[src/rtl/proc_pkg.sv]
// proc_pkg: shared widths and types for the ALU writeback slice.
//   DW / RA           : datapath width and register-file address width
//   alu_wb_t          : bundle handed from the ALU to the writeback stage
//   flag_t            : architectural shift-carry / parity flag pair
//   next_flags()      : flag update rule (clear has priority over load)
package proc_pkg;

  localparam int DW = 8;
  localparam int RA = 3;

  typedef struct packed {
    logic [DW-1:0] rslt;
    logic          sc_o;
    logic          sc_en;
    logic          sc_clr;
    logic          pari;
    logic          pari_clr;
    logic          wr_en;
    logic [RA-1:0] wr_addr;
  } alu_wb_t;

  typedef struct packed {
    logic sc;
    logic pari;
  } flag_t;

  // Next value of the flag pair for an accepted instruction.
  function automatic flag_t next_flags(input flag_t cur,
                                       input logic  sc_o,
                                       input logic  sc_en,
                                       input logic  sc_clr,
                                       input logic  pari,
                                       input logic  pari_clr);
    flag_t n;
    n = cur;
    if (sc_clr) begin
      n.sc = 1'b0;
    end else if (sc_en) begin
      n.sc = sc_o;
    end else begin
      n.sc = cur.sc;
    end
    if (pari_clr) begin
      n.pari = 1'b0;
    end else begin
      n.pari = pari;
    end
    return n;
  endfunction

endpackage

[src/rtl/flag_regs.sv]
// flag_regs: architectural shift-carry and parity flags read back by the ALU.
// Ports:
//   clk, reset   : clock, asynchronous active-high reset (flags -> 0)
//   i_en         : instruction accepted this cycle; flags update only then
//   i_sc_o/i_sc_en/i_sc_clr     : shift-carry load value, load enable, clear
//   i_pari/i_pari_clr           : parity result, clear select
//   o_flags      : current flag pair
module flag_regs
  import proc_pkg::*;
(
  input  logic  clk,
  input  logic  reset,
  input  logic  i_en,
  input  logic  i_sc_o,
  input  logic  i_sc_en,
  input  logic  i_sc_clr,
  input  logic  i_pari,
  input  logic  i_pari_clr,
  output flag_t o_flags
);

  flag_t r_flags;

  // Flags change only for an accepted instruction; stalls and flushes hold them.
  always_ff @(posedge clk or posedge reset) begin
    if (reset) begin
      r_flags <= '0;
    end else if (i_en) begin
      r_flags <= next_flags(r_flags, i_sc_o, i_sc_en, i_sc_clr, i_pari, i_pari_clr);
    end
  end

  assign o_flags = r_flags;

endmodule

[src/rtl/alu_wb_stage.sv]
// alu_wb_stage: single-entry pipeline register between the ALU and the
// register file, plus the ALU flag registers, forwarding tap and retire count.
// Ports:
//   clk, reset                    : clock, asynchronous active-high reset
//   in_valid / in_ready           : ALU-side handshake
//   alu_rslt, wr_en_in, wr_addr_in: captured instruction fields
//   alu_sc_o/_en/_clr, alu_pari/_clr : flag update controls
//   flush                         : drop the held entry, block accept
//   sc_q, pari_q                  : flags fed back to the ALU
//   out_valid / out_ready         : register-file-side handshake
//   rf_we, rf_waddr, rf_wdata     : register write port
//   fwd_valid, fwd_addr, fwd_data : forwarding tap of the held entry
//   retire_cnt                    : completed output handshakes (wraps)
module alu_wb_stage
  import proc_pkg::*;
#(
  parameter int DW = proc_pkg::DW,
  parameter int RA = proc_pkg::RA,
  parameter int CW = 16
) (
  input  logic          clk,
  input  logic          reset,
  input  logic          in_valid,
  output logic          in_ready,
  input  logic [DW-1:0] alu_rslt,
  input  logic          alu_sc_o,
  input  logic          alu_sc_en,
  input  logic          alu_sc_clr,
  input  logic          alu_pari,
  input  logic          alu_pari_clr,
  input  logic          wr_en_in,
  input  logic [RA-1:0] wr_addr_in,
  input  logic          flush,
  output logic          sc_q,
  output logic          pari_q,
  output logic          out_valid,
  input  logic          out_ready,
  output logic          rf_we,
  output logic [RA-1:0] rf_waddr,
  output logic [DW-1:0] rf_wdata,
  output logic          fwd_valid,
  output logic [RA-1:0] fwd_addr,
  output logic [DW-1:0] fwd_data,
  output logic [CW-1:0] retire_cnt
);

  alu_wb_t       w_bundle;
  flag_t         w_flags;
  logic          w_acc;
  logic          w_done;
  logic          w_retire;

  logic          r_valid;
  logic          r_wen;
  logic [RA-1:0] r_addr;
  logic [DW-1:0] r_data;
  logic [CW-1:0] r_cnt;

  // Gather the ALU-side inputs into one bundle.
  always_comb begin
    w_bundle          = '0;
    w_bundle.rslt     = alu_rslt;
    w_bundle.sc_o     = alu_sc_o;
    w_bundle.sc_en    = alu_sc_en;
    w_bundle.sc_clr   = alu_sc_clr;
    w_bundle.pari     = alu_pari;
    w_bundle.pari_clr = alu_pari_clr;
    w_bundle.wr_en    = wr_en_in;
    w_bundle.wr_addr  = wr_addr_in;
  end

  // Ready when the slot is empty or draining this cycle, so a continuous
  // stream flows without bubbles; flush blocks any new accept.
  assign in_ready = ~flush & (~r_valid | out_ready);
  assign w_acc    = in_valid & in_ready;
  assign w_done   = r_valid & out_ready;
  assign w_retire = w_done & ~flush;

  flag_regs u_flag_regs (
    .clk        (clk),
    .reset      (reset),
    .i_en       (w_acc),
    .i_sc_o     (w_bundle.sc_o),
    .i_sc_en    (w_bundle.sc_en),
    .i_sc_clr   (w_bundle.sc_clr),
    .i_pari     (w_bundle.pari),
    .i_pari_clr (w_bundle.pari_clr),
    .o_flags    (w_flags)
  );

  // Held entry: fields load on accept and otherwise stay put, so the write
  // port is stable during a stall.
  always_ff @(posedge clk or posedge reset) begin
    if (reset) begin
      r_valid <= 1'b0;
      r_wen   <= 1'b0;
      r_addr  <= '0;
      r_data  <= '0;
    end else begin
      if (w_acc) begin
        r_wen  <= w_bundle.wr_en;
        r_addr <= w_bundle.wr_addr;
        r_data <= w_bundle.rslt;
      end
      if (flush) begin
        r_valid <= 1'b0;
      end else if (w_acc) begin
        r_valid <= 1'b1;
      end else if (w_done) begin
        r_valid <= 1'b0;
      end
    end
  end

  // Retired-instruction counter; wraps naturally at 2^CW.
  always_ff @(posedge clk or posedge reset) begin
    if (reset) begin
      r_cnt <= '0;
    end else if (w_retire) begin
      r_cnt <= r_cnt + {{(CW-1){1'b0}}, 1'b1};
    end
  end

  assign sc_q       = w_flags.sc;
  assign pari_q     = w_flags.pari;
  assign out_valid  = r_valid;
  assign rf_we      = r_valid & out_ready & r_wen & ~flush;
  assign rf_waddr   = r_addr;
  assign rf_wdata   = r_data;
  assign fwd_valid  = r_valid & r_wen & ~flush;
  assign fwd_addr   = r_addr;
  assign fwd_data   = r_data;
  assign retire_cnt = r_cnt;

endmodule
[config.mk]
export PLATFORM = sky130hd
export DESIGN_NAME = alu_wb_stage
export DESIGN_NICKNAME = d
export VERILOG_FILES = /design/src/rtl/proc_pkg.sv /design/src/rtl/flag_regs.sv /design/src/rtl/alu_wb_stage.sv
export SDC_FILE = /design/constraint.sdc
export NUM_CORES = 1
export LEC_CHECK = 0
export CAP_MARGIN = 20
export CORE_ASPECT_RATIO = 0.75
export CORE_UTILIZATION = 37
export CTS_CLUSTER_DIAMETER = 30
export CTS_CLUSTER_SIZE = 25
export DETAILED_ROUTE_END_ITERATION = 8
export GPL_ROUTABILITY_DRIVEN = 0
export HOLD_SLACK_MARGIN = 0.03
export PLACE_DENSITY = 0.85
export SYNTH_ARGS = -nofsm -noshare
export SYNTH_HDL_FRONTEND = slang
export SYNTH_SLANG_ARGS = --single-unit
[constraint.sdc]
create_clock -name clk -period 1.5 [get_ports clk]
set_input_delay 0.3 -clock clk [delete_from_list [all_inputs] [get_ports clk]]
set_output_delay 0.3 -clock clk [all_outputs]
set_load 0.05 [all_outputs]
Yosys cells after proc, flatten, opt, wreduce, memory -nomap -nowiden
Index checks and enable logic that the tools add are counted.
{"block": "totals", "reg_bits": 31}
{"block": "classes", "n_bitwise": 11, "add_sub_neg": 1, "n_mux": 6, "reduce_logical": 3}
{"operator": "16-bit by 1-bit adder with 16-bit output, second input constant", "count": 1}
{"operator": "1-bit bitwise AND", "count": 8}
{"operator": "1-bit two-way mux", "count": 6}
{"operator": "3-bit nonzero test", "count": 1}
{"operator": "1-bit NOT", "count": 2}
{"operator": "2-bit AND reduction", "count": 1}
{"operator": "2-bit nonzero test", "count": 1}
{"operator": "1-bit OR", "count": 1}

Logic depth before layout (Yosys ltp)
Gate-level depths: netlist (run 1).
{"block": "logic_depth", "depth_word": 6, "ltp_mapped": 5}

By module
Synthesis (run 1) repeated with hierarchy kept, for this count alone.
{"block": "hier_totals", "cells_unflattened": 113, "hier_area_um2": 1447.6}
{"mod": "alu_wb_stage", "cells_each": 104, "n_inst": 1, "area_each_um2": 1358.8}
{"mod": "flag_regs", "cells_each": 9, "n_inst": 1, "area_each_um2": 88.8}

Worst setup path after synthesis (run 1)
No wires, ideal clock.
{"block": "synth_path", "path_type": "reg-to-output", "from": "reg r_valid (netlist: out_valid)", "to": "out fwd_valid", "stages_incl_launch_ff": 2, "n_path_buf": 0, "t_arrival_ps": 1924, "path_slack_ps": -724, "path_cell_list": "dfrtp_1 nor3b_1"}
{"block": "synth_via", "elab_chain_len": 2}
{"item": "start: declaration", "line_no": "alu_wb_stage.sv:53", "source": "logic r_valid;"}
{"item": "start signal: assignment", "line_no": "alu_wb_stage.sv:95", "source": "r_valid <= 1'b0;"}
{"item": "start signal: assignment", "line_no": "alu_wb_stage.sv:106", "source": "r_valid <= 1'b0;"}
{"item": "start signal: assignment", "line_no": "alu_wb_stage.sv:108", "source": "r_valid <= 1'b1;"}
{"item": "1-bit bitwise AND (2 in series)", "line_no": "alu_wb_stage.sv:130", "source": "assign fwd_valid = r_valid & r_wen & ~flush;"}
{"item": "end: declaration", "line_no": "alu_wb_stage.sv:41", "source": "output logic fwd_valid,"}
Every way passes these cells.

Worst setup path after layout (run 1)
{"block": "layout_path", "from": "reg r_valid (netlist: out_valid)", "to": "out in_ready"}
{"block": "layout_via", "elab_chain_len": 3}
{"item": "1-bit NOT", "line_no": "alu_wb_stage.sv:74", "source": "assign in_ready = ~flush & (~r_valid | out_ready);"}
{"item": "1-bit OR", "line_no": "alu_wb_stage.sv:74"}
{"item": "1-bit bitwise AND", "line_no": "alu_wb_stage.sv:74"}
{"item": "end: declaration", "line_no": "alu_wb_stage.sv:24", "source": "output logic in_ready,"}
Every way passes these cells.

==> metrics.txt, run 1 <==
RSZ-0062 raised after global routing yes; Initial Utilization 0.389; cell depth of the worst flop-to-flop path 5; Hold Fails Final Rpt 0; first-pass iteration count of the detailed router 4; Post-Synthesis Cells 113; failing checks negative setup slack; Arr. time, crit path 1.26 ns; synth cell count leaders 31 x dfrtp_1, 12 x mux2_2, 11 x buf_4; Reg2Reg Setup Slack 0 ns; cell with the most instances after synthesis dfrtp_1; Die ar. 4100 µm²; layout cells sized above 1 0.569; gr usage total 0.251; Finished Layout Cells 247; CTS tree done; H-tree depth 2; Port Buffers 65; endpoints failing setup 5; Post-layout nets 217; chip height 55.7 µm; WP data required 1.20 ns; CP max stage delay 0.44 ns; core area 3660 µm²; Via density 4.68; dpl cells 232; total gr overflow 0; Post-DRT Antenna Nets 0; Yosys top cell area share 0.545; worst slew pin tran 0.341 ns; clock root buffer clkbuf_8; R2R Path Start retire_cnt[1]$_DFFE_PP0P_; clock sinks 31; Yosys top cell by area dfrtp_1; number of max-cap violations 0; dpl hpwl 3290 µm; #FFs+latches synth 31; CP Capture Type primary output; Post-Syn Area per Cell 12.6 µm²; Clk pin slew, worst setup/hold paths 0.07 ns; largest net degree at the start of global routing 14; Achievable Freq 642 MHz; row cnt 19; VDD IR max 0.00111 V; Most used DFF post-synth dfrtp_1; Post-synth EDFFs 0; Post-synth ARST share 1.00; initial antenna violation count 0; DR vias 1157; crit share post-route 1.04; DR WL/cell 18.4 µm; fin worst setup slack -0.0582 ns; crit path time final 1.56 ns; Clock Skew 0.00806 ns; DRC 0; reg2reg end retire_cnt[12]$_DFFE_PP0P_; die span in x 73.6 µm; vias in the first global route 1312; antenna diode count 0; count of cell types in the netlist 25; syn_nets 136; Synth Warn # 0; I/O Pins 66; status finished with violations; PD cells 1330 nW/µm²; crit path kind flop to primary output; 1st-iter DRT viols 55; synthesized cell area 1420 µm²; crit path max-delay cell type dfrtp_2; Total Routed Length 4540 µm; crit-path cells nor2b_4 -> buf_6 -> nor2_4 -> buf_12; largest cells by area after synthesis dfrtp_1 54%, mux2_2 9.5%, xnor2_1 6.2%; cts bufs inserted 5; hold buffer count at CTS 0; Synth-to-Final Area Change 102%; setup_tns -0.109 ns; dpl ws -0.424 ns; CP max FO 3; worst hold path class input port to async pin; CP startpoint kind flop; Pins Over Slew Limit 0; clk_lat worst skew 0.28 ns; Max transition margin 0.773; Leak 1.28 nW; Clock Path Buffers 2; Seq/Total Area, Yosys 0.545; first-pass GRT wire length 7070 µm
stage by stage:
| step | total power, mW | hold slack, ns | utilization | area (µm²) |
|---|---|---|---|---|
| after floorplan | 1.96 | 0.363 | - | 1470 |
| after global placement | 2.83 | 0.508 | 0.722 | 2650 |
| after detailed placement | 2.88 | 0.517 | 0.722 | 2650 |
| after CTS | 3.75 | 0.308 | 0.776 | 2840 |
| after global routing | 3.96 | 0.333 | 0.784 | 2870 |
| final | 3.81 | 0.299 | 0.784 | 2870 |
registers in the layout, summed over array words and instances, names as in the netlist:
signal               flops
retire_cnt              16
fwd_data                 8
fwd_addr                 3
u_flag_regs.o_flags      2
out_valid                1
r_wen                    1
routing by layer:
metal	GRT usage	vias to the layer above	share of wire
met5	0	-	0
met4	0.157	0	0.049
met3	0.0507	14	0.045
met2	0.453	49	0.57
met1	0.262	568	0.33
li1	-	526	-
critical path: cells and delay by family, from the launching register on:
family	cells	cell delay, ns
simple gates	2	0.26
flops	1	0.44
buf+inv	2	0.28
cell usage in the layout, fill, tap and decap left out, types with 2 or more instances in the layout:
master	synthesis	final
nor2_4	0	2
nand3_1	5	3
clkdlybuf4s50_1	0	19
buf_6	1	7
inv_1	5	5
xnor2_1	10	10
buf_12	0	44
mux2_2	12	7
clkbuf_8	0	7
nand2_1	7	7
dfrtp_2	0	11
o21ai_0	2	2
dfrtp_1	31	20
nor2_1	7	4
xor2_1	5	4
and3_1	2	2
nor3b_4	1	2
buf_4	11	14
nor4_4	2	2
mux2_4	0	5
cell type report:
| cell class | count | area [µm²] |
|---|---|---|
| Inverter | 5 | 18.8 |
| Fill cell | 231 | 790 |
| Clock inverter | 1 | 7.51 |
| Clock buffer | 7 | 96.3 |
| Multi-Input combinational cell | 65 | 626 |
| Tap cell | 52 | 65.1 |
| Timing Repair Buffer | 86 | 1270 |
| Sequential cell | 31 | 790 |
worst max-delay path by stage:
| stage | end | cells after the start | slack [ns] | startpoint |
|---|---|---|---|---|
| 2_1_floorplan | fwd_data[0]$_DFFE_PP0P_ | 4 | -0.16 | out_valid$_DFFE_PP0P_ |
| 3_3_place_gp | retire_cnt[13]$_DFFE_PP0P_ | 5 | -0.32 | out_ready |
| 3_5_place_dp | retire_cnt[12]$_DFFE_PP0P_ | 5 | -0.42 | out_ready |
| 4_1_cts | retire_cnt[12]$_DFFE_PP0P_ | 5 | -0.11 | retire_cnt[1]$_DFFE_PP0P_ |
| 5_1_grt | in_ready | 4 | -0.09 | out_valid$_DFFE_PP0P_ |
| 6_report | in_ready | 4 | -0.06 | out_valid$_DFFE_PP0P_ |
where the power goes:
part | total (mW) | internal (mW) | leakage [nW] | switching (mW)
Clock | 0.735 | 0.417 | 0.0505 | 0.318
Combinational | 1.91 | 0.962 | 0.848 | 0.944
Sequential | 1.17 | 0.965 | 0.381 | 0.207
Total | 3.81 | 2.34 | 1.28 | 1.47
cells by family after synthesis:
logic type               count (synthesis)  share of synthesized area
AND/OR/NAND/NOR                         33                      0.164
AO/OA/AOI/OAI                            4                     0.0158
flip-flops                              31                      0.545
XOR/XNOR                                15                     0.0923
buffers and inverters                   17                     0.0791
adder cells (fa/ha/maj)                  1                    0.00879
multiplexers                            12                     0.0949
timing repair:
| action | 4_1_cts | 5_1_grt |
|---|---|---|
| setup endpoints to repair | 27 | 23 |
| cloned | 1 | 0 |
| gates resized for setup | 12 | 12 |
| setup buffers | 4 | 5 |
| pin swaps | 9 | 9 |
(Power assumes the default switching activity.)
==> run 2, diff against run 1 <==
--- a/config.mk
+++ b/config.mk
@@ -12,8 +12,7 @@
 export CTS_CLUSTER_SIZE = 25
 export DETAILED_ROUTE_END_ITERATION = 8
 export GPL_ROUTABILITY_DRIVEN = 0
-export HOLD_SLACK_MARGIN = 0.03
-export PLACE_DENSITY = 0.85
+export PLACE_DENSITY_LB_ADDON = 0.1
 export SYNTH_ARGS = -nofsm -noshare
 export SYNTH_HDL_FRONTEND = slang
 export SYNTH_SLANG_ARGS = --single-unit
==> run 2 against run 1 <==
Compared with the run above: the run still ends with negative setup slack left; routed wire length fell by 24%; worst setup slack improved by 0.013 ns; hold slack improved by 0.057 ns; largest cell class unchanged.
==> metrics.txt, run 2 (synthesized netlist as in run 1, its figures left out) <==
Achievable Freq 647 MHz; Post-DRT Antenna Nets 0; setup_tns -0.0859 ns; layout cells sized above 1 0.557; Initial Utilization 0.389; I/O Pins 66; RSZ-0062 raised after global routing yes; status finished with violations; first-pass GRT wire length 5860 µm; Via density 4.60; initial antenna violation count 0; core area 3660 µm²; hold slack 0.356 ns; CP Capture Type flop; largest net degree at the start of global routing 32; DR WL/cell 14.2 µm; Leak 1.29 nW; Clock Path Buffers 2; clock root buffer clkbuf_8; crit path max-delay cell type dfrtp_2; Post-layout nets 214; Max transition margin 0.769; R2R Path Start out_valid$_DFFE_PP0P_; hold buffer count at CTS 0; worst hold path class input port to async pin; clk_lat worst skew 0.28 ns; Finished Layout Cells 244; crit path time final 1.54 ns; DR vias 1123; most frequent cells in the layout 47 x buf_12, 20 x dfrtp_1, 19 x clkdlybuf4s50_1; antenna diode count 0; number of max-cap violations 0; vias in the first global route 1191; crit path kind flop to flop; failing checks negative setup slack; CP max stage delay 0.38 ns; CP max FO 4; most common cell after layout, fill and taps aside buf_12; Core Util, Final 0.788; Arr. time, crit path 1.71 ns; Crit path buffers/inverters 3; chip height 55.7 µm; total gr overflow 0; worst slew pin tran 0.344 ns; WP data required 1.67 ns; Hold Fails Final Rpt 0; crit share post-route 1.03; crit-path cells buf_6 -> nand3b_4 -> buf_12 -> nor4_4 -> buf_4 -> nand4_1 -> xnor2_1; dpl cells 232; Synth-to-Final Area Change 103%; endpoints failing setup 2; die span in x 73.6 µm; PD cells 1290 nW/µm²; Die ar. 4100 µm²; Fill cells 231; CP delay by family, top simple AND/OR/NAND/NOR gates; Reg2Reg Setup Slack -0.04 ns; Clock Skew 0.00734 ns; gr usage total 0.193; H-tree depth 2; first-pass iteration count of the detailed router 4; row cnt 19; reg2reg end retire_cnt[13]$_DFFE_PP0P_; clock sinks 31; dpl hpwl 2650 µm; CTS tree done; fin worst setup slack -0.0448 ns; cts bufs inserted 5; DRC 0; 1st-iter DRT viols 63; max reg flops 16; Port Buffers 65; Pins Over Slew Limit 0; VDD IR max 0.00140 V; cell depth of the worst flop-to-flop path 7; CP startpoint kind flop; Clk pin slew, worst setup/hold paths 0.07 ns; total power 3.73 mW; Total Routed Length 3470 µm
## run 2: worst max-delay path by stage
stage | start | endpoint | slack [ns] | cells past startpoint
after floorplan | out_valid$_DFFE_PP0P_ | fwd_data[0]$_DFFE_PP0P_ | -0.16 | 4
after global placement | out_ready | fwd_data[5]$_DFFE_PP0P_ | -0.31 | 5
after detailed placement | out_ready | retire_cnt[13]$_DFFE_PP0P_ | -0.40 | 5
after CTS | out_valid$_DFFE_PP0P_ | rf_we | -0.07 | 5
after global routing | out_valid$_DFFE_PP0P_ | retire_cnt[13]$_DFFE_PP0P_ | -0.12 | 7
final | out_valid$_DFFE_PP0P_ | retire_cnt[13]$_DFFE_PP0P_ | -0.04 | 7
## run 2: repair_timing
item,in CTS,in global routing
setup endpoints to repair,22,11
gates resized for setup,11,7
hold endpoints to repair,0,0
pin swaps,4,4
setup buffers,4,1
## run 2: worst reg2reg max path: cells and delay by family, from the launching register on
family	cells	cell delay, ns
XOR/XNOR	1	0.15
flip-flops	1	0.38
buffers and inverters	3	0.43
AND/OR/NAND/NOR	3	0.47
## run 2: per-layer routing
| metal | part of all wire | global-route usage | wire, µm | vias up |
|---|---|---|---|---|
| li1 | - | - | - | 526 |
| met1 | 0.40 | 0.240 | 1390 | 554 |
| met2 | 0.52 | 0.308 | 1810 | 38 |
| met3 | 0.069 | 0.0743 | 239 | 5 |
| met4 | 0.010 | 0.0604 | 35 | 0 |
| met5 | 0 | 0 | 0 | - |
## run 2: per-stage QoR
| step | instance area (µm²) | worst slack, ns |
|---|---|---|
| 6_report | 2890 | -0.0448 |
| 4_1_cts | 2840 | -0.0655 |
| 2_1_floorplan | 1470 | -0.161 |
| 3_5_place_dp | 2660 | -0.400 |
| 3_3_place_gp | 2660 | -0.315 |
| 5_1_grt | 2890 | -0.119 |
## run 2: cell type report
cell class	count	area [µm²]	area share
Timing Repair Buffer	83	1270	0.442
Sequential cell	31	790	0.274
Multi-Input combinational cell	65	619	0.215
Clock buffer	6	82.6	0.0286
Tap cell	52	65.1	0.0225
Clock inverter	2	35.0	0.0121
Inverter	5	18.8	0.00650
## run 2: report_power, final
| part | leakage [nW] | internal, mW | switching, mW |
|---|---|---|---|
| Sequential | 0.381 | 0.965 | 0.180 |
| Combinational | 0.849 | 0.881 | 0.866 |
| Clock | 0.0612 | 0.537 | 0.304 |
